<file path="src/rtl/mdu_divider.sv">
// mdu_divider: iterative radix-2 restoring divider for RISC-V DIV/DIVU/REM/REMU.
// One request at a time through an in_valid/in_ready handshake. One selected
// result through an out_valid/out_ready handshake that supports backpressure.
// Optional build macro MDU_DIV_SPECIAL_BYPASS_EN: divide-by-zero and overflow
// requests skip the iteration loop and produce their result one edge after accept.
module mdu_divider #(
    parameter int WIDTH = 32
) (
    input  logic             clk,
    input  logic             rst_n,
    input  logic             flush,
    input  logic             in_valid,
    output logic             in_ready,
    input  logic [1:0]       in_op,
    input  logic [WIDTH-1:0] in_a,
    input  logic [WIDTH-1:0] in_b,
    output logic             out_valid,
    input  logic             out_ready,
    output logic [WIDTH-1:0] out_result
);

    localparam int CW = $clog2(WIDTH + 1);
    localparam logic [WIDTH-1:0] ONE  = WIDTH'(1);
    localparam logic [WIDTH-1:0] MINV = {1'b1, {(WIDTH-1){1'b0}}};
    localparam logic [CW-1:0]    LAST = CW'(WIDTH - 1);

    typedef enum logic [1:0] {
        S_IDLE,
        S_CALC,
        S_FIX,
        S_DONE
    } state_t;

    state_t r_state;
    state_t w_next;

    logic [1:0]         r_op;
    logic               r_sa;
    logic               r_sb;
    logic               r_zero;
    logic               r_ovf;
    logic [WIDTH-1:0]   r_a_orig;
    logic [WIDTH-1:0]   r_bmag;
    logic [2*WIDTH-1:0] r_work;
    logic [CW-1:0]      r_cnt;
    logic [WIDTH-1:0]   r_result;

    // Request decode: sign handling and special-case detection on raw inputs.
    logic             w_accept;
    logic             w_signed_in;
    logic             w_a_neg;
    logic             w_b_neg;
    logic [WIDTH-1:0] w_a_mag;
    logic [WIDTH-1:0] w_b_mag;
    logic             w_zero_in;
    logic             w_ovf_in;

    assign w_accept    = in_valid && (r_state == S_IDLE) && !flush;
    assign w_signed_in = ~in_op[0];
    assign w_a_neg     = w_signed_in & in_a[WIDTH-1];
    assign w_b_neg     = w_signed_in & in_b[WIDTH-1];
    // Negating MIN wraps back to MIN, which is the right unsigned magnitude.
    assign w_a_mag     = w_a_neg ? (~in_a + ONE) : in_a;
    assign w_b_mag     = w_b_neg ? (~in_b + ONE) : in_b;
    assign w_zero_in   = (in_b == '0);
    assign w_ovf_in    = w_signed_in && (in_a == MINV) && (in_b == '1);

    // One restoring step. The bit shifted out of the upper half is kept as a
    // carry so divisors with the MSB set still compare correctly.
    logic [WIDTH:0]     w_hi;
    logic [WIDTH:0]     w_diff;
    logic               w_ge;
    logic [2*WIDTH-1:0] w_step;

    assign w_hi   = r_work[2*WIDTH-1:WIDTH-1];
    assign w_diff = w_hi - {1'b0, r_bmag};
    assign w_ge   = (w_hi >= {1'b0, r_bmag});
    assign w_step = w_ge ? {w_diff[WIDTH-1:0], r_work[WIDTH-2:0], 1'b1}
                         : {r_work[2*WIDTH-2:0], 1'b0};

    // Sign fix-up of the magnitudes, special-case override and result select.
    logic             w_signed;
    logic [WIDTH-1:0] w_q_mag;
    logic [WIDTH-1:0] w_r_mag;
    logic [WIDTH-1:0] w_q;
    logic [WIDTH-1:0] w_r;
    logic [WIDTH-1:0] w_res;

    assign w_signed = ~r_op[0];
    assign w_q_mag  = r_work[WIDTH-1:0];
    assign w_r_mag  = r_work[2*WIDTH-1:WIDTH];

    // Final quotient/remainder selection including the architectural specials.
    always_comb begin
        w_q = (w_signed && (r_sa ^ r_sb)) ? (~w_q_mag + ONE) : w_q_mag;
        w_r = (w_signed && r_sa) ? (~w_r_mag + ONE) : w_r_mag;
        if (r_zero) begin
            w_q = '1;
            w_r = r_a_orig;
        end else if (r_ovf) begin
            w_q = MINV;
            w_r = '0;
        end
        w_res = r_op[1] ? w_r : w_q;
    end

    // State register.
    always_ff @(posedge clk) begin
        if (!rst_n) r_state <= S_IDLE;
        else        r_state <= w_next;
    end

    // Next-state logic; flush returns to IDLE from anywhere.
    always_comb begin
        w_next = r_state;
        case (r_state)
            S_IDLE: begin
                if (w_accept) begin
`ifdef MDU_DIV_SPECIAL_BYPASS_EN
                    // Specials already know their answer: go straight to the
                    // result register stage without iterating.
                    w_next = (w_zero_in || w_ovf_in) ? S_FIX : S_CALC;
`else
                    w_next = S_CALC;
`endif
                end
            end
            S_CALC:  if (r_cnt == LAST) w_next = S_FIX;
            S_FIX:   w_next = S_DONE;
            S_DONE:  if (out_ready) w_next = S_IDLE;
            default: w_next = S_IDLE;
        endcase
        if (flush) w_next = S_IDLE;
    end

    // Datapath: operand capture on accept, one iteration per CALC cycle,
    // result capture in FIX. The result register only changes in FIX, so it
    // stays stable while DONE waits on out_ready.
    always_ff @(posedge clk) begin
        if (!rst_n) begin
            r_op     <= '0;
            r_sa     <= 1'b0;
            r_sb     <= 1'b0;
            r_zero   <= 1'b0;
            r_ovf    <= 1'b0;
            r_a_orig <= '0;
            r_bmag   <= '0;
            r_work   <= '0;
            r_cnt    <= '0;
            r_result <= '0;
        end else begin
            if (w_accept) begin
                r_op     <= in_op;
                r_sa     <= w_a_neg;
                r_sb     <= w_b_neg;
                r_zero   <= w_zero_in;
                r_ovf    <= w_ovf_in;
                r_a_orig <= in_a;
                r_bmag   <= w_b_mag;
                r_work   <= {{WIDTH{1'b0}}, w_a_mag};
                r_cnt    <= '0;
            end else if (r_state == S_CALC && !flush) begin
                r_work <= w_step;
                r_cnt  <= r_cnt + CW'(1);
            end
            if (r_state == S_FIX && !flush) r_result <= w_res;
        end
    end

    assign in_ready   = (r_state == S_IDLE);
    assign out_valid  = (r_state == S_DONE);
    assign out_result = r_result;

endmodule

</file>
<file path="config.mk">
export PLATFORM = sky130hd
export DESIGN_NAME = mdu_divider
export DESIGN_NICKNAME = d
export VERILOG_FILES = /design/src/rtl/mdu_divider.sv
export SDC_FILE = /design/constraint.sdc
export NUM_CORES = 1
export LEC_CHECK = 0
export BUFFER_PORTS_ARGS = -buffer_cell sky130_fd_sc_hd__buf_2
export CAP_MARGIN = 25
export CORE_ASPECT_RATIO = 1.1
export CORE_MARGIN = 5
export CORE_UTILIZATION = 47
export CTS_CLUSTER_SIZE = 16
export DETAILED_ROUTE_END_ITERATION = 7
export PLACE_DENSITY = 0.68
export SETUP_SLACK_MARGIN = 0.3
export SKIP_LAST_GASP = 1
export SLEW_MARGIN = 0
export SYNTH_ARGS = -nofsm -noshare
export SYNTH_HDL_FRONTEND = slang
export SYNTH_SLANG_ARGS = --single-unit
</file>
<file path="constraint.sdc">
create_clock -name clk -period 3.1 [get_ports clk]
set_clock_uncertainty 0.1 [all_clocks]
set_input_delay 0.155 -clock clk [delete_from_list [all_inputs] [get_ports clk]]
set_output_delay 0.155 -clock clk [all_outputs]
set_load 0.02 [all_outputs]
</file>
==> impl_metrics.tcl <==
set metrics [dict create \
    grt_pass1_wl_um 63700 \
    die_x_um 161 \
    muxShareOfSynthArea_pct 1.88 \
    clk_pin_slew_ns 0.08 \
    synth_fa_ha_area_share_pct 4.65 \
    cts.path.max_buffers 2 \
    layout_common_cells "nand2_1, dfxtp_1, a21oi_1" \
    layout_commonest_cell "nand2_1" \
    critPathLaunchType "flop" \
    crit_top_cell "or4_4" \
    cts_sinks 174 \
    syn2layout_area_growth_pct 24.5 \
    cts_tree "yes" \
    grt.busiest_layer "met2" \
    slowest_delay_ns 0.56 \
    drt_iter0_drc 1213 \
    synth_edf_count 0 \
    antenna_found_initial 0 \
    period_needed_ns 2.92 \
    cts_root_buffer "clkbuf_16" \
    synth_cell_types 79 \
    die_y_um 176 \
    critPathSlowestCell "or4_4" \
    yosys_warnings 0 \
    io_buffers 104 \
    power_switching_mw 2.15 \
    place_congestion 0.961 \
    combPwrFrac_pct 27.9 \
    start_util_pct 47.8 \
    ys_seq_elements 174 \
    pwr-share-seq_pct 38.2 \
    cp.arrival_ns 3.16 \
    yosys.area_share.simple_pct 21.6 \
    switching_share_pct 33.9 \
    routed_wl_um 41500 \
    timing.fmax_mhz 342 \
    layout-drive-gt1-share_pct 19.9 \
    ir_worst_vdd_mv 0.322 \
    dr.pass1.iters 7 \
    yosysSeqAreaShare_pct 29.7 \
    power_density_nw_per_um2 433 \
    synth_top_family_by_area "compound AO/OA/AOI/OAI gates" \
    hold_viol_final 0 \
    use_met1_pct 36.2 \
    antennaDiodeCount 0 \
    routedWlPerCell_um 20.1 \
    run_status "complete, no violations" \
    critPathKind "reg2reg" \
    ioPinCount 105 \
    dieArea_um2 28200 \
    coreArea_um2 24500 \
    post_drt_via_cell_ratio 6.06 \
    worstPathCellList "or4_4, or4_4, nor2_4, nand3b_1, o41ai_2, xor2_1, o211ai_1, a21oi_1, nor2_1" \
    synthFlopType "dfxtp_1" \
    setup_tns_ns 0 \
    hold_path.class "in2reg" \
    syn-cell-area_um2 11700 \
    cp-end-kind "flop" \
    synth-xor-area-share_pct 10.5 \
    fin_crit_sh_pct 94.2 \
    finalMaxSlewViolations 0 \
    use_met2_pct 47.6 \
    synthArstFlopShare_pct 0 \
    tightest_slew_ns 1.14 \
    cts_buffers 17 \
    synth_area_per_cell_um2 7.43 \
    p_leak_nw 5.63 \
    crit_family "simple AND/OR/NAND/NOR gates" \
    drc 0 \
    synthCells 1580 \
    grt.met3_usage_pct 3.40 \
    worst-path-max-fanout 5 \
    grt_usage_pct 28.0 \
    via_count 12500 \
    slew_headroom_pct 23.6 \
    grt_max_degree 94 \
    grt.overflow.total 0 \
    crit_buf_inv 0 \
    ant_nets 0 \
    num-nets-final 1861 \
    htreeDepth 4 \
    p_int_mw 4.19 \
    critical_path_required_ns 3.34 \
    synth_fp_nets 1694 \
    grt_pass1_vias 11700 \
    ff2ff_setup_slack_ns 0.18 \
    pwr-share-clk_pct 33.9 \
    clk_latency_ns 0.44 \
    dpl_cell_area_um2 12900 \
    cap_viol_max_count 0 \
    dpl.hpwl_um 29100 \
    rows 60 \
    synth_compound_area_share_pct 26.6 \
    setup_viol 0 \
    rsz0062_at_grt "true" \
    final_area_um2 14600 \
]
-- layer usage --
metal | wire, um | part of all wire (%) | vias up
met4 | 1710 | 4.1 | 0
met5 | 0 | 0 | -
met3 | 2800 | 6.7 | 108
met2 | 20000 | 48 | 527
li1 | - | - | 6002
met1 | 17000 | 41 | 5908
-- cells in the mapped netlist, types with 26 or more instances --
library cell	count	area share, %
a211oi_1	26	1.7
nand2_1	203	6.5
nor2_1	144	4.6
nor3_1	29	1.2
xnor2_1	80	6.0
a21oi_1	159	6.8
inv_1	54	1.7
o21ai_0	137	5.8
nand3_1	32	1.4
clkbuf_1	92	2.9
dfxtp_1	174	30
xor2_1	61	4.6
ha_1	42	4.5
-- metrics by stage --
step	total power [mW]	std cells	utilization (%)	setup slack (ns)	hold slack, ns
4_1_cts	6.16	2051	57.4	0.267	0.0000622
5_1_grt	6.60	2070	59.5	0.125	0.0116
3_5_place_dp	3.96	1966	52.6	0.0568	0.327
3_3_place_gp	3.95	1965	52.4	0.0950	0.306
6_report	6.33	2070	59.5	0.179	0.00589
2_1_floorplan	3.45	1580	-	0.307	0.173
-- power groups by stage --
stage | clock (mW) | combinational [mW] | sequential [mW]
6_report | 2.15 | 1.76 | 2.42
5_1_grt | 2.26 | 1.91 | 2.43
4_1_cts | 2.16 | 1.59 | 2.42
3_5_place_dp | 0 | 1.49 | 2.47
3_3_place_gp | 0 | 1.48 | 2.46
2_1_floorplan | 0 | 1.01 | 2.44
-- worst paths after layout --
check | start | to | cells after the start
setup / recovery | r_work[46] | out_result[26] | 9
setup reg to reg | r_work[46] | out_result[26] | 9
hold reg to reg | out_result[10] | out_result[10] | 2
hold / removal | in_b[13] | r_bmag[13] | 4
-- cells by family after synthesis --
kind of cell	Yosys count
XOR/XNOR	141
buffers and inverters	157
AO/OA/AOI/OAI	504
AND/OR/NAND/NOR	539
flip-flops	174
adder cells (fa/ha/maj)	43
multiplexers	22
-- registers in the layout, indices dropped and copies added, names as in the netlist --
| register | count |
|---|---|
| r_bmag | 32 |
| r_ovf | 1 |
| r_op | 2 |
| out_result | 32 |
| r_work | 64 |
| r_state | 2 |
| r_zero | 1 |
| r_sb | 1 |
| r_a_orig | 32 |
| r_sa | 1 |
| r_cnt | 6 |
-- layout make-up --
class / instances / area (um2)
fill: 2230 / 9930
multi-input combinational: 1249 / 8070
sequential: 174 / 3520
timing repair buffer: 250 / 1860
clock buffer: 19 / 453
tap: 310 / 388
inverter: 55 / 206
clock inverter: 13 / 119
-- tightest hold or removal path, cell delays in order --
cell	delay (ns)
buf_2	0.14
xnor2_1	0.08
nor2_1	0.08
a211oi_1	0.05
-- repair_timing --
| action | 4_1_cts | 5_1_grt |
|---|---|---|
| cloned | 0 | 1 |
| gates resized for setup | 24 | 96 |
| hold endpoints to repair | 59 | 0 |
| pin swaps | 8 | 28 |
| buffers inserted | 4 | 18 |
| endpoints found under the setup margin | 37 | 55 |
| hold buffers | 49 | 0 |
Power figures use the tool's default switching activity.
